==> src/rtl/sseg_scan_controller.sv <==
// sseg_scan_controller
// N-digit time-multiplexed seven-segment driver for PS/2 keycode display.
// A rising edge on `load` latches `data` into a shadow word and fires a
// fixed-length, retriggerable `strobe`. Once the first load has happened,
// the enabled digits are scanned round-robin, one slot every SCAN_DIV clocks.
//
// Build option: define LEAD_ZERO_BLANK_EN to blank leading-zero digits.
// Digit 0 is always shown when it is enabled. With the macro undefined,
// every enabled digit shows its nibble.

module sseg_scan_controller #(
   parameter int NUM_DIGITS = 4,
   parameter int SCAN_DIV   = 262144,
   parameter int STROBE_LEN = 1000000,
   parameter int ACTIVE_LOW = 1
) (
   input  logic                    clk,
   input  logic                    rst_n,
   input  logic [4*NUM_DIGITS-1:0] data,
   input  logic [NUM_DIGITS-1:0]   digit_en,
   input  logic                    load,
   output logic [NUM_DIGITS-1:0]   an,
   output logic [6:0]              sseg,
   output logic                    strobe
);

   localparam int IDX_W  = (NUM_DIGITS > 1) ? $clog2(NUM_DIGITS) : 1;
   localparam int CNT_W  = $clog2(SCAN_DIV);
   localparam int SCNT_W = $clog2(STROBE_LEN + 1);

   localparam logic [IDX_W-1:0]  IDX_MAX  = IDX_W'(NUM_DIGITS - 1);
   localparam logic [CNT_W-1:0]  CNT_MAX  = CNT_W'(SCAN_DIV - 1);
   localparam logic [SCNT_W-1:0] SCNT_MAX = SCNT_W'(STROBE_LEN - 1);

   localparam logic [0:0] IDLE = 1'b0;
   localparam logic [0:0] SCAN = 1'b1;

   // Segment pattern {a,b,c,d,e,f,g}, 1 = segment lit (polarity applied later)
   function automatic logic [6:0] hex_segs(input logic [3:0] nib);
      logic [6:0] s;
      case (nib)
         4'h0: s = 7'b1111110;
         4'h1: s = 7'b0110000;
         4'h2: s = 7'b1101101;
         4'h3: s = 7'b1111001;
         4'h4: s = 7'b0110011;
         4'h5: s = 7'b1011011;
         4'h6: s = 7'b1011111;
         4'h7: s = 7'b1110000;
         4'h8: s = 7'b1111111;
         4'h9: s = 7'b1111011;
         4'hA: s = 7'b1110111;
         4'hB: s = 7'b0011111;
         4'hC: s = 7'b1001110;
         4'hD: s = 7'b0111101;
         4'hE: s = 7'b1001111;
         default: s = 7'b1000111;
      endcase
      return s;
   endfunction

   // Board polarity is applied only at the output registers
   function automatic logic [NUM_DIGITS-1:0] pol_an(input logic [NUM_DIGITS-1:0] v);
      return (ACTIVE_LOW != 0) ? ~v : v;
   endfunction

   function automatic logic [6:0] pol_seg(input logic [6:0] v);
      return (ACTIVE_LOW != 0) ? ~v : v;
   endfunction

   logic [0:0]              state;
   logic                    load_d;
   logic [CNT_W-1:0]        scan_cnt;
   logic [IDX_W-1:0]        idx;
   logic [4*NUM_DIGITS-1:0] shadow;
   logic [SCNT_W-1:0]       strb_cnt;

   logic                    load_evt;
   logic                    tick;
   logic                    disp_upd;
   logic [4*NUM_DIGITS-1:0] shadow_nxt;
   logic [IDX_W-1:0]        idx_wrap;
   logic [IDX_W-1:0]        idx_nxt;
   logic [3:0]              nibble;
   logic                    en_sel;
   logic                    lead_blank;
   logic                    show;
   logic [NUM_DIGITS-1:0]   an_on;
   logic [6:0]              seg_on;
`ifdef LEAD_ZERO_BLANK_EN
   logic                    hz;
`endif

   // Next-display selection; a load on a tick edge bypasses the new word to the display
   always_comb begin
      load_evt   = load & ~load_d;
      tick       = (state == SCAN) && (scan_cnt == CNT_MAX);
      shadow_nxt = load_evt ? data : shadow;
      idx_wrap   = (idx == IDX_MAX) ? '0 : idx + 1'b1;
      idx_nxt    = (state == IDLE) ? '0 : (tick ? idx_wrap : idx);
      disp_upd   = (state == IDLE) ? load_evt : tick;
      nibble     = 4'h0;
      en_sel     = 1'b0;
      lead_blank = 1'b0;
`ifdef LEAD_ZERO_BLANK_EN
      hz         = 1'b1;
`endif
      for (int i = NUM_DIGITS - 1; i >= 0; i--) begin
`ifdef LEAD_ZERO_BLANK_EN
         hz = hz & (shadow_nxt[4*i +: 4] == 4'h0);
`endif
         if (idx_nxt == IDX_W'(i)) begin
            nibble = shadow_nxt[4*i +: 4];
            en_sel = digit_en[i];
`ifdef LEAD_ZERO_BLANK_EN
            lead_blank = hz && (i != 0);
`endif
         end
      end
      show  = en_sel & ~lead_blank;
      an_on = '0;
      for (int i = 0; i < NUM_DIGITS; i++) begin
         an_on[i] = show && (idx_nxt == IDX_W'(i));
      end
      seg_on = show ? hex_segs(nibble) : 7'b0000000;
   end

   // Control: load edge detect, IDLE/SCAN state, slot counter, digit index
   always_ff @(posedge clk) begin
      if (!rst_n) begin
         state    <= IDLE;
         load_d   <= 1'b0;
         scan_cnt <= '0;
         idx      <= '0;
      end else begin
         load_d <= load;
         idx    <= idx_nxt;
         if (state == IDLE) begin
            scan_cnt <= '0;
            if (load_evt) state <= SCAN;
         end else begin
            scan_cnt <= tick ? '0 : scan_cnt + 1'b1;
         end
      end
   end

   // Shadow word latched on each load event
   always_ff @(posedge clk) begin
      if (!rst_n) shadow <= '0;
      else        shadow <= shadow_nxt;
   end

   // Registered anode/segment outputs, reloaded on SCAN entry and every slot tick
   always_ff @(posedge clk) begin
      if (!rst_n) begin
         an   <= pol_an('0);
         sseg <= pol_seg(7'b0000000);
      end else if (disp_upd) begin
         an   <= pol_an(an_on);
         sseg <= pol_seg(seg_on);
      end
   end

   // Retriggerable strobe: high for STROBE_LEN cycles after the most recent load event
   always_ff @(posedge clk) begin
      if (!rst_n) begin
         strobe   <= 1'b0;
         strb_cnt <= '0;
      end else if (load_evt) begin
         strobe   <= 1'b1;
         strb_cnt <= '0;
      end else if (strobe) begin
         if (strb_cnt == SCNT_MAX) strobe <= 1'b0;
         else                      strb_cnt <= strb_cnt + 1'b1;
      end
   end

endmodule

==> config.mk <==
export PLATFORM = sky130hd
export DESIGN_NAME = sseg_scan_controller
export DESIGN_NICKNAME = d
export VERILOG_FILES = /design/src/rtl/sseg_scan_controller.sv
export SDC_FILE = /design/constraint.sdc
export NUM_CORES = 1
export LEC_CHECK = 0
export CAP_MARGIN = 20
export CORE_ASPECT_RATIO = 1.4
export CORE_MARGIN = 3
export CORE_UTILIZATION = 62
export DETAILED_ROUTE_END_ITERATION = 12
export HOLD_SLACK_MARGIN = 0.15
export PLACE_DENSITY_LB_ADDON = 0.25
export SYNTH_ARGS = -nofsm -noshare
export SYNTH_HDL_FRONTEND = slang
export SYNTH_SLANG_ARGS = --single-unit
==> constraint.sdc <==
create_clock -name clk -period 8.37 [get_ports clk]
set_input_delay 1.674 -clock clk [delete_from_list [all_inputs] [get_ports clk]]
set_output_delay 1.674 -clock clk [all_outputs]
set_load 0.005 [all_outputs]
==> metrics.md <==
| Metric | Value |
|---|---|
| Outcome | complete, no violations |
| Layout Nets | 495 |
| Clock insertion delay at the later pin of the skew report | 0.35 ns |
| Design area | 4210 sq um |
| Clock transition at path regs | 0.08 ns |
| Critical path class | reg2reg |
| Mapped Cells | 436 |
| Max Slew Vio Count | 0 |
| Critical path buffers and inverters | 1 |
| Worst ir drop on vdd | 127 uV |
| Synth unique cells | 47 |
| Post-CTS Resized | 0 |
| Met3 Use GR | 4.04% |
| Core Footprint | 5650 sq um |
| DP Wirelength | 5680 um |
| Skew final | 0.0126 ns |
| Top delay family on crit path | simple AND/OR/NAND/NOR gates |
| Arr. time, crit path | 4.77 ns |
| Post-synth ARST share | 0% |
| Post-synth top flop | dfxtp_1 |
| Clock period minus final worst setup slack | 4.53 ns |
| Unrepaired setup endpoints after global routing | false |
| CTS tree | done |
| Placed Cells | 520 |
| Worst Tran Pin Value | 1.01 ns |
| H-Tree Level Count | 3 |
| IO Pins | 35 |
| First DRT Iteration DRCs | 316 |
| Post-route ant nets | 0 |
| Post-DP Area | 4040 sq um |
| IO buf count | 34 |
| CTS Buf Count | 9 |
| Hold Path Class | reg2reg |
| Chip height | 97.2 um |
| Period utilization | 54.2% |
| Max-capacitance violation count | 0 |
| Die width | 71.2 um |
| GR Overflow Total | 0 |
| Total Wirelength | 8190 um |
| Pleak | 1.47 nW |
| DR vias/cell | 6.03 |
| GP Congestion | 0.842 |
| Setup violators final | 0 |
| Post-CTS setup buffer count | 0 |
| GRT Total Usage | 24.8% |
| Synthesized Nets | 468 |
| Crit Path Max Fanout | 26 |
| Average cell area after synthesis | 8.45 sq um |
| Row count | 32 |
| Max Fclk | 221 MHz |
| First-pass DRT Iterations | 4 |
| First-pass GRT wire length | 14200 um |
| Worst Path Required | 8.61 ns |
| Register area share after synthesis | 38.0% |
| Slowest CP cell | or3_1 |
| Final Hold Viols | 0 |
| Die ar. | 6920 sq um |
| Clk buf depth | 2 |
| Total power draw | 663 uW |
| CP max stage delay | 0.81 ns |
| Yosys reg bits | 70 |
| Hold buffers post-CTS | 0 |
| Initial antenna violation count | 0 |
| Crit. End Element | flop |
| Crit-path cells | ha_1 -> nand3_2 -> or3_1 -> or3_1 -> mux2i_2 -> o2111ai_1 -> o311ai_0 -> and2_1 -> inv_1 -> ha_1 -> nand2_1 -> a21oi_1 -> o32a_1 |
| Slew HR | 32.0% |
| DRC errors left | 0 |
| Vias in the first global route | 3130 |
| # clock sinks | 70 |
| Avg WL per Cell | 15.3 um |
| Power Dens Cells | 158 nW/um^2 |
| Synthesized area | 3680 sq um |
| Layout Cells excl Fill | 536 |
| Area grow syn2layout | 14.2% |
| Initial core utilization | 65.3% |
| Setup_tns | 0 ns |
| Met1 usage | 31.4% |
| Met2 usage | 39.9% |
| Diodes inserted | 0 |
| EDFF count, synth | 0 |
| CTS Root Cell | clkbuf_8 |
| Vias post-DR | 3231 |
| Pin count of the biggest net entering global routing | 33 |
| Startpoint class of the critical path | flop |
| Synth warnings | 0 |
| Layout cells sized above 1 | 6.20% |
| GR peak layer | met2 |
-- routing by layer --
metal,wire [um],part of all wire (%),vias to the layer above
li1,-,-,1585
met1,3550,43,1519
met4,194,2.4,0
met3,395,4.8,20
met2,4060,50,107
met5,0,0,-
-- cell usage after synthesis (7+ instances only) --
cell       n  share of area, %
inv_1     12               1.2
nand4_1   12               2.0
nand2_1   54               5.5
ha_1       9               3.1
xor2_1    16               3.8
nor3_1     8               1.1
o21ai_0   15               2.0
nor2_1    46               4.7
nor2b_1    9               1.5
nand2b_1   7               1.2
nand3_1   18               2.4
dfxtp_1   70                38
a21boi_0  10               2.0
mux2i_1   24               6.5
a21oi_1    9               1.2
xnor2_1   16               3.8
clkbuf_1  17               1.7
and3_1    11               1.9
-- final cells by class --
class                   count  area (sq um)
clock inverters             4          22.5
fillers                   458          1440
clock buffers              12           145
repair buffers             39           378
multi-input cells         331          2130
flip-flops and latches     70          1400
well taps                  68          85.1
inverters                  12          45.0
-- per-stage QoR --
stage	setup WS (ns)	util (%)	hold slack, ns
after detailed placement	3.58	71.6	0.455
final	3.84	74.6	0.471
after CTS	3.94	74.6	0.472
after floorplan	4.65	-	0.430
after global routing	3.62	74.6	0.505
after global placement	3.69	71.6	0.442
-- where the power goes --
group	internal, mW	total [mW]	switching, mW	leakage [nW]
Sequential	0.341	0.345	0.00462	0.569
Clock	0.114	0.239	0.125	0.0861
Combinational	0.0358	0.0787	0.0429	0.818
-- cells by family (layout without fill, tap and decap cells) --
family / Yosys count / count (layout) / share of synthesized area, %
AOI/OAI and AO/OA: 70 / 70 / 13.3
xor gates and xnor gates: 32 / 32 / 7.61
adders and majority gates: 9 / 9 / 3.06
buffers and inverters: 35 / 67 / 4.35
DFF: 70 / 70 / 38.0
muxes: 29 / 29 / 8.39
and+or+nand+nor: 191 / 191 / 25.3
-- registers in the layout, summed over array words and instances (netlist names) --
| name | count |
|---|---|
| an | 4 |
| state | 1 |
| scan_cnt | 18 |
| sseg | 7 |
| strb_cnt | 20 |
| strobe | 1 |
| shadow | 16 |
| load_d | 1 |
| idx | 2 |
-- worst paths after layout --
path | start | to | slack, ns | cells past startpoint
setup / recovery | scan_cnt[0]$_SDFF_PP0_ | sseg[1]$_SDFFE_PN1P_ | 3.84 | 13
hold / removal | scan_cnt[0]$_SDFF_PP0_ | scan_cnt[0]$_SDFF_PP0_ | 0.47 | 1
setup reg to reg | scan_cnt[0]$_SDFF_PP0_ | sseg[1]$_SDFFE_PN1P_ | 3.84 | 13
hold reg to reg | scan_cnt[0]$_SDFF_PP0_ | scan_cnt[0]$_SDFF_PP0_ | 0.47 | 1
-- layout by cell type, fill, tap and decap left out, drive strengths merged, types with 2 or more instances in the layout --
cell / n
dfxtp: 70
nand2: 55
nor2: 46
clkdlybuf4s50: 34
mux2i: 26
nand3: 19
o21ai: 17
xnor2: 16
xor2: 16
nand4: 12
inv: 12
clkbuf: 12
and3: 11
a21boi: 10
a21oi: 9
ha: 9
nor2b: 9
nor3: 8
nand2b: 7
or3: 6
o22ai: 6
nor4: 6
a41oi: 5
and2: 5
buf: 5
o2111ai: 4
o311ai: 4
o32a: 4
o21a: 3
clkinv: 3
mux2: 3
and4: 2
o221ai: 2
nor4b: 2
o22a: 2
No activity file was read; power rests on OpenSTA's default activity.
